==> src/rtl/alu_resp_if.sv <==
// alu_resp_if -- handshake bundle between the ALU/upstream side and the
// alu_resp_fifo result buffer.
//   alu_issue  : upstream drives valid into the ALU this cycle
//   alu_valid  : ALU result on alu_f is valid this cycle
//   alu_f      : ALU result data
//   issue_ok   : credit, upstream may issue this cycle
//   res_valid  : head entry available to the consumer
//   res_ready  : consumer accepts the head entry
//   res_data   : head entry data (0 when empty)
//   count      : number of stored entries
//   overflow   : sticky, a result was dropped
// The buffer side uses modport slave; the driver of ALU/consumer signals uses master.
interface alu_resp_if #(
  parameter int DEPTH = 4,
  parameter int WIDTH = 32
);
  localparam int CW = $clog2(DEPTH) + 1;

  logic             alu_issue;
  logic             alu_valid;
  logic [WIDTH-1:0] alu_f;
  logic             issue_ok;
  logic             res_valid;
  logic             res_ready;
  logic [WIDTH-1:0] res_data;
  logic [CW-1:0]    count;
  logic             overflow;

  modport master (
    output alu_issue, alu_valid, alu_f, res_ready,
    input  issue_ok, res_valid, res_data, count, overflow
  );

  modport slave (
    input  alu_issue, alu_valid, alu_f, res_ready,
    output issue_ok, res_valid, res_data, count, overflow
  );
endinterface

==> src/rtl/alu_resp_fifo.sv <==
// alu_resp_fifo -- credit-managed result buffer behind a fixed 2-cycle ALU.
// Tracks results still inside the ALU (inflight) so that upstream only gets
// issue credit when a buffer slot is guaranteed for the result. Results are
// stored in strict FIFO order; a result arriving at a full buffer without a
// simultaneous pop is dropped and flagged by a sticky overflow bit.
// Ports:
//   clk   : single clock, rising edge
//   rst_n : asynchronous active-low reset
//   bus   : alu_resp_if.slave (ALU result input, issue credit, consumer side)
module alu_resp_fifo #(
  parameter int DEPTH = 4,
  parameter int WIDTH = 32
) (
  input  logic         clk,
  input  logic         rst_n,
  alu_resp_if.slave    bus
);
  localparam int AW = $clog2(DEPTH);
  localparam int CW = AW + 1;

  localparam logic [CW-1:0] FULL_C    = CW'(DEPTH);
  localparam logic [CW-1:0] ONE_C     = CW'(1);
  localparam logic [AW-1:0] ONE_P     = AW'(1);
  localparam logic [CW:0]   OCC_LIMIT = (CW+1)'(DEPTH);

  if (DEPTH < 4 || (DEPTH & (DEPTH - 1)) != 0) begin : g_depth_check
    $error("alu_resp_fifo: DEPTH must be a power of two and at least 4");
  end

  logic [WIDTH-1:0] mem_q [DEPTH];

  logic [AW-1:0] wr_ptr_q, wr_ptr_d;
  logic [AW-1:0] rd_ptr_q, rd_ptr_d;
  logic [CW-1:0] count_q, count_d;
  logic [CW-1:0] inflight_q, inflight_d;
  logic          res_valid_q, res_valid_d;
  logic          overflow_q, overflow_d;

  logic          push, pop, drop;
  logic [CW:0]   occupancy;

  assign pop  = res_valid_q & bus.res_ready;
  // A full buffer can still accept when the head leaves in the same cycle.
  assign push = bus.alu_valid & ((count_q != FULL_C) | pop);
  assign drop = bus.alu_valid & ~push;

  // Credit uses registered state only; a same-cycle pop is not counted.
  assign occupancy    = {1'b0, count_q} + {1'b0, inflight_q};
  assign bus.issue_ok = (occupancy < OCC_LIMIT);

  assign bus.res_valid = res_valid_q;
  assign bus.res_data  = res_valid_q ? mem_q[rd_ptr_q] : '0;
  assign bus.count     = count_q;
  assign bus.overflow  = overflow_q;

  always_comb begin
    wr_ptr_d    = wr_ptr_q;
    rd_ptr_d    = rd_ptr_q;
    count_d     = count_q;
    inflight_d  = inflight_q;
    overflow_d  = overflow_q | drop;

    if (push) wr_ptr_d = wr_ptr_q + ONE_P;
    if (pop)  rd_ptr_d = rd_ptr_q + ONE_P;

    unique case ({push, pop})
      2'b10:   count_d = count_q + ONE_C;
      2'b01:   count_d = count_q - ONE_C;
      default: count_d = count_q;
    endcase

    // Saturate at zero: a result whose issue was wiped by reset must not
    // wrap the counter.
    if (bus.alu_issue && !bus.alu_valid) begin
      inflight_d = inflight_q + ONE_C;
    end else if (bus.alu_valid && !bus.alu_issue && (inflight_q != '0)) begin
      inflight_d = inflight_q - ONE_C;
    end

    // Registered view of non-empty; no fall-through of a fresh push.
    res_valid_d = (count_d != '0);
  end

  always_ff @(posedge clk or negedge rst_n) begin
    if (!rst_n) begin
      wr_ptr_q    <= '0;
      rd_ptr_q    <= '0;
      count_q     <= '0;
      inflight_q  <= '0;
      res_valid_q <= 1'b0;
      overflow_q  <= 1'b0;
    end else begin
      wr_ptr_q    <= wr_ptr_d;
      rd_ptr_q    <= rd_ptr_d;
      count_q     <= count_d;
      inflight_q  <= inflight_d;
      res_valid_q <= res_valid_d;
      overflow_q  <= overflow_d;
    end
  end

  // Storage carries no reset; validity is governed by count/pointers.
  always_ff @(posedge clk) begin
    if (push) mem_q[wr_ptr_q] <= bus.alu_f;
  end
endmodule

==> src/flat_wrapper.sv <==
// flat-port wrapper written by rule: the top's interface ports become plain ports
module alu_resp_fifo_flat 
#(
  parameter int DEPTH = 4,
  parameter int WIDTH = 32
)
  (clk, rst_n, bus_alu_issue, bus_alu_valid, bus_alu_f, bus_res_ready, bus_issue_ok, bus_res_valid, bus_res_data, bus_count, bus_overflow);
  alu_resp_if #(.DEPTH(DEPTH), .WIDTH(WIDTH)) bus_i ();
  input  logic clk;
  input  logic rst_n;
  input wire logic [$bits(bus_i.alu_issue)-1:0] bus_alu_issue;
  input wire logic [$bits(bus_i.alu_valid)-1:0] bus_alu_valid;
  input wire logic [$bits(bus_i.alu_f)-1:0] bus_alu_f;
  input wire logic [$bits(bus_i.res_ready)-1:0] bus_res_ready;
  output wire logic [$bits(bus_i.issue_ok)-1:0] bus_issue_ok;
  output wire logic [$bits(bus_i.res_valid)-1:0] bus_res_valid;
  output wire logic [$bits(bus_i.res_data)-1:0] bus_res_data;
  output wire logic [$bits(bus_i.count)-1:0] bus_count;
  output wire logic [$bits(bus_i.overflow)-1:0] bus_overflow;
  assign bus_i.alu_issue = bus_alu_issue;
  assign bus_i.alu_valid = bus_alu_valid;
  assign bus_i.alu_f = bus_alu_f;
  assign bus_i.res_ready = bus_res_ready;
  assign bus_issue_ok = bus_i.issue_ok;
  assign bus_res_valid = bus_i.res_valid;
  assign bus_res_data = bus_i.res_data;
  assign bus_count = bus_i.count;
  assign bus_overflow = bus_i.overflow;
  alu_resp_fifo #(.DEPTH(DEPTH), .WIDTH(WIDTH)) u_core (.clk(clk), .rst_n(rst_n), .bus(bus_i));
endmodule
==> config.mk <==
export PLATFORM = sky130hd
export DESIGN_NAME = alu_resp_fifo_flat
export DESIGN_NICKNAME = d
export VERILOG_FILES = /design/src/rtl/alu_resp_if.sv /design/src/rtl/alu_resp_fifo.sv /design/src/flat_wrapper.sv
export SDC_FILE = /design/constraint.sdc
export NUM_CORES = 1
export LEC_CHECK = 0
export ABC_AREA = 1
export CAP_MARGIN = 0
export CORE_AREA = 2 2 116 118
export CTS_BUF_LIST = sky130_fd_sc_hd__clkbuf_16
export CTS_CLUSTER_DIAMETER = 100
export DETAILED_ROUTE_END_ITERATION = 12
export DIE_AREA = 0 0 118 120
export HOLD_SLACK_MARGIN = 0.05
export MAX_ROUTING_LAYER = met4
export PLACE_DENSITY = 0.75
export SYNTH_ARGS = -nofsm -noshare
export SYNTH_HDL_FRONTEND = slang
export SYNTH_SLANG_ARGS = --single-unit
==> constraint.sdc <==
create_clock -name clk -period 4.8 [get_ports clk]
set_input_delay 0.48 -clock clk [delete_from_list [all_inputs] [get_ports clk]]
set_output_delay 0.48 -clock clk [all_outputs]
set_load 0.02 [all_outputs]
==> summary.md <==
| Metric | Value |
|---|---|
| Max Fclk | `approximately 0.31 GHz` |
| Startpoint Class | `register` |
| Switch Pwr | `1.866 mW` |
| DR vias | `approximately 3.6k` |
| Clk pwr share | `0.262` |
| Vias in the first global route | `3,749` |
| Fillers | `1,029` |
| Netlist cell types | `21` |
| Overflow after GRT | `0` |
| Int Power | `3.365 mW` |
| Synth Register Bits | `140` |
| Critical Path AT | `2.74 ns` |
| CP Capture Type | `primary output` |
| H-tree Lvls | `4` |
| Avg WL per Cell | `15.86 um` |
| Status | `complete, no violations` |
| First-pass DRT Iterations | `4` |
| Leak | `2.533 nW` |
| Total Power | `5.231 mW` |
| Period Utilization, post-route | `0.6706` |
| CP required | `approximately 4.3 ns` |
| Clock Latency Late Sink | `roughly 0.4 ns` |
| Top Family by Delay on Critical Path | `buffers and inverters` |
| Slew Viols, Final | `0` |
| Max-cap violation count | `0` |
| Avg Cell Area, Syn | `12.20 um2` |
| Worst slew pin tran | `~1.2 ns` |
| Largest net degree at the start of global routing | `66` |
| CP max FO | `between 60 and 70` |
| RSZ-0062 raised after global routing | `no` |
| Gate power share | `0.410` |
| Initial DRC count | `about 320` |
| DRC errors left | `0` |
| Tot GR Track Use | `0.1729` |
| Post-cts repair resize count | `0` |
| Dpl cells | `693` |
| Ant. Diodes | `0` |
| Setup tns final | `0 ns` |
| Yosys warns | `0` |
| Max rail drop VDD | `0.4805 mV` |
| Routed Antenna Nets | `0` |
| Initial antenna violation count | `0` |
| Fin nets | `roughly 580` |
| Core Area | `12,980 um2` |
| PwrDens | `~730 nW/um2` |
| CP peak stage delay | `0.73 ns` |
| Hold_buf cts | `0` |
| Sequential share of power | `0.328` |
| Normalized max-slew margin | `0.2028` |
| Global-route wire length before repair | `18,360 um` |
| Die height | `120 um` |
| CTS tree | `done` |
| Slowest CP cell | `inv_2` |
| RePlAce Congestion | `0.7559` |
| Cells after Synth | `465` |
| Initial Util | `0.4371` |
| CTS buffer count | `17` |
| Layout cells sized above 1 | `0.06193` |
| Crit-path cells | `inv_2 -> o21ai_0 -> a21oi_1 -> clkdlybuf4s50_1` |
| Final min period | `3.219 ns` |
| Die area | `14,160 um2` |
| I/O Buffers | `74` |
| Final hold vios | `0` |
| Layout area overhead | `26.22%` |
| Final cell count without fillers | `725` |
| Vias per std cell | `between 5 and 6` |
| Die W | `118 um` |
| Row Count | `42` |
| Sw Ratio | `0.3567` |
| Layout Utilization | `0.5517` |
| Final Instance Area | `7161 um2` |
| Cell area after synthesis | `5673 um2` |
| DP Area | `6530 um2` |
| Clk buf depth | `2` |
| Root Buffer | `clkbuf_16` |
| Clock sinks | `140` |
| Fin worst setup slack | `between 1.5 and 2 ns` |
| Final setup violation count | `0` |
| Setup WS pre-CTS | `1.942 ns` |
| HPWL after detailed placement | `6519 um` |
| CP Class | `register to primary output` |
| Crit path buf inv count | `2` |
| Detailed Route WL | `11,500 um` |
| Hold slack final | `approximately 0.44 ns` |
| Worst-path clk slew | `0.06 ns` |
| Setup Buffers After CTS | `0` |
| Ports | `75` |
| Syn_nets | `510` |
| Final Skew | `0.007708 ns` |
| Min-delay worst type | `input port to async pin` |
| Sequential area share after synthesis | `0.7305` |
routing by layer:
metal	global-route usage	vias up	wire [um]	share of wire
met5	-	-	0	0
met2	0.2856	136	5784	0.50
li1	-	1757	-	-
met1	0.2061	1737	4890	0.43
met3	0.04610	8	720	0.063
met4	0.06175	0	101	0.0088
registers in the layout, summed over array words and instances (netlist names):
register              flops
u_core.mem_q            128
u_core.bus.count          3
u_core.inflight_q         3
u_core.rd_ptr_q           2
u_core.wr_ptr_q           2
u_core.bus.overflow       1
u_core.bus.res_valid      1
worst reg2reg max path: stages (launching register included):
cell and delay [ns]:
dfrtp_1 0.39, nand2_1 0.13, nand3_1 0.12, nand2_1 0.28
nor2_4 0.92
power by group through the flow:
stage / Clock, mW / Combinational [mW] / Sequential, mW
2_1_floorplan: 0 / 1.31 / 1.75
3_3_place_gp: 0 / 2.11 / 1.73
3_5_place_dp: 0 / 2.15 / 1.74
4_1_cts: 1.39 / 2.17 / 1.72
5_1_grt: 1.44 / 2.34 / 1.74
6_report: 1.37 / 2.15 / 1.72
cell type report:
type / instances / area (um2) / share of cell area
multi-input combinational: 281 / 1334 / 0.1863
clock inverter: 15 / 205.2 / 0.02866
timing repair buffer: 76 / 755.7 / 0.1055
tap: 176 / 220.2 / 0.03075
sequential: 140 / 4145 / 0.5789
clock buffer: 17 / 425.4 / 0.05941
inverter: 20 / 75.07 / 0.01048
cell usage in the layout (no fill, tap or decap), types with 2 or more instances in the layout:
| cell type | count |
|---|---|
| a21oi_1 | 34 |
| clkinvlp_4 | 2 |
| clkinv_1 | 4 |
| clkinv_4 | 2 |
| ha_1 | 6 |
| inv_1 | 21 |
| buf_4 | 2 |
| fa_1 | 2 |
| clkdlybuf4s50_1 | 74 |
| o21ai_1 | 34 |
| nor2_1 | 136 |
| o21ai_0 | 32 |
| nor2_4 | 4 |
| xor2_1 | 4 |
| bufinv_16 | 5 |
| nand2_1 | 18 |
| nand3_1 | 8 |
| clkbuf_16 | 17 |
| edfxtp_1 | 128 |
| dfrtp_1 | 11 |
logic make-up after synthesis:
| kind of cell | synth area share |
|---|---|
| and+or+nand+nor | 0.1138 |
| DFF | 0.7305 |
| AOI/OAI and AO/OA | 0.08954 |
| buffers and inverters | 0.03970 |
| adders and majority gates | 0.02029 |
| xor gates and xnor gates | 0.006175 |
path summary, 6_finish.rpt:
check / end / slack (ns) / cells after the start / startpoint
setup / recovery: bus_res_data[0] / 1.58 / 4 / u_core.rd_ptr_q[0]
hold / removal: u_core.inflight_q[0] / 0.44 / 1 / rst_n
setup reg to reg: u_core.mem_q[1][7] / 2.55 / 4 / u_core.bus.res_valid
hold reg to reg: u_core.inflight_q[2] / 0.50 / 1 / u_core.inflight_q[2]
max in group asynchronous: u_core.rd_ptr_q[0] / 3.95 / 1 / rst_n
min in group clk: u_core.inflight_q[2] / 0.50 / 1 / u_core.inflight_q[2]
cells in the mapped netlist (all sizes together):
cell type	n	share of area
a21oi	34	0.030
buf	15	0.020
clkbuf	9	0.0068
dfrtp	12	0.053
edfxtp	128	0.68
fa	2	0.0071
ha	6	0.013
inv	20	0.013
nand2	18	0.012
nand3	8	0.0071
nand4	1	0.0011
nor2	140	0.093
nor4	1	0.0011
o21ai	66	0.058
o21bai	1	0.0013
xor2	4	0.0062
Note: power is estimated with default switching activity, not from simulation.
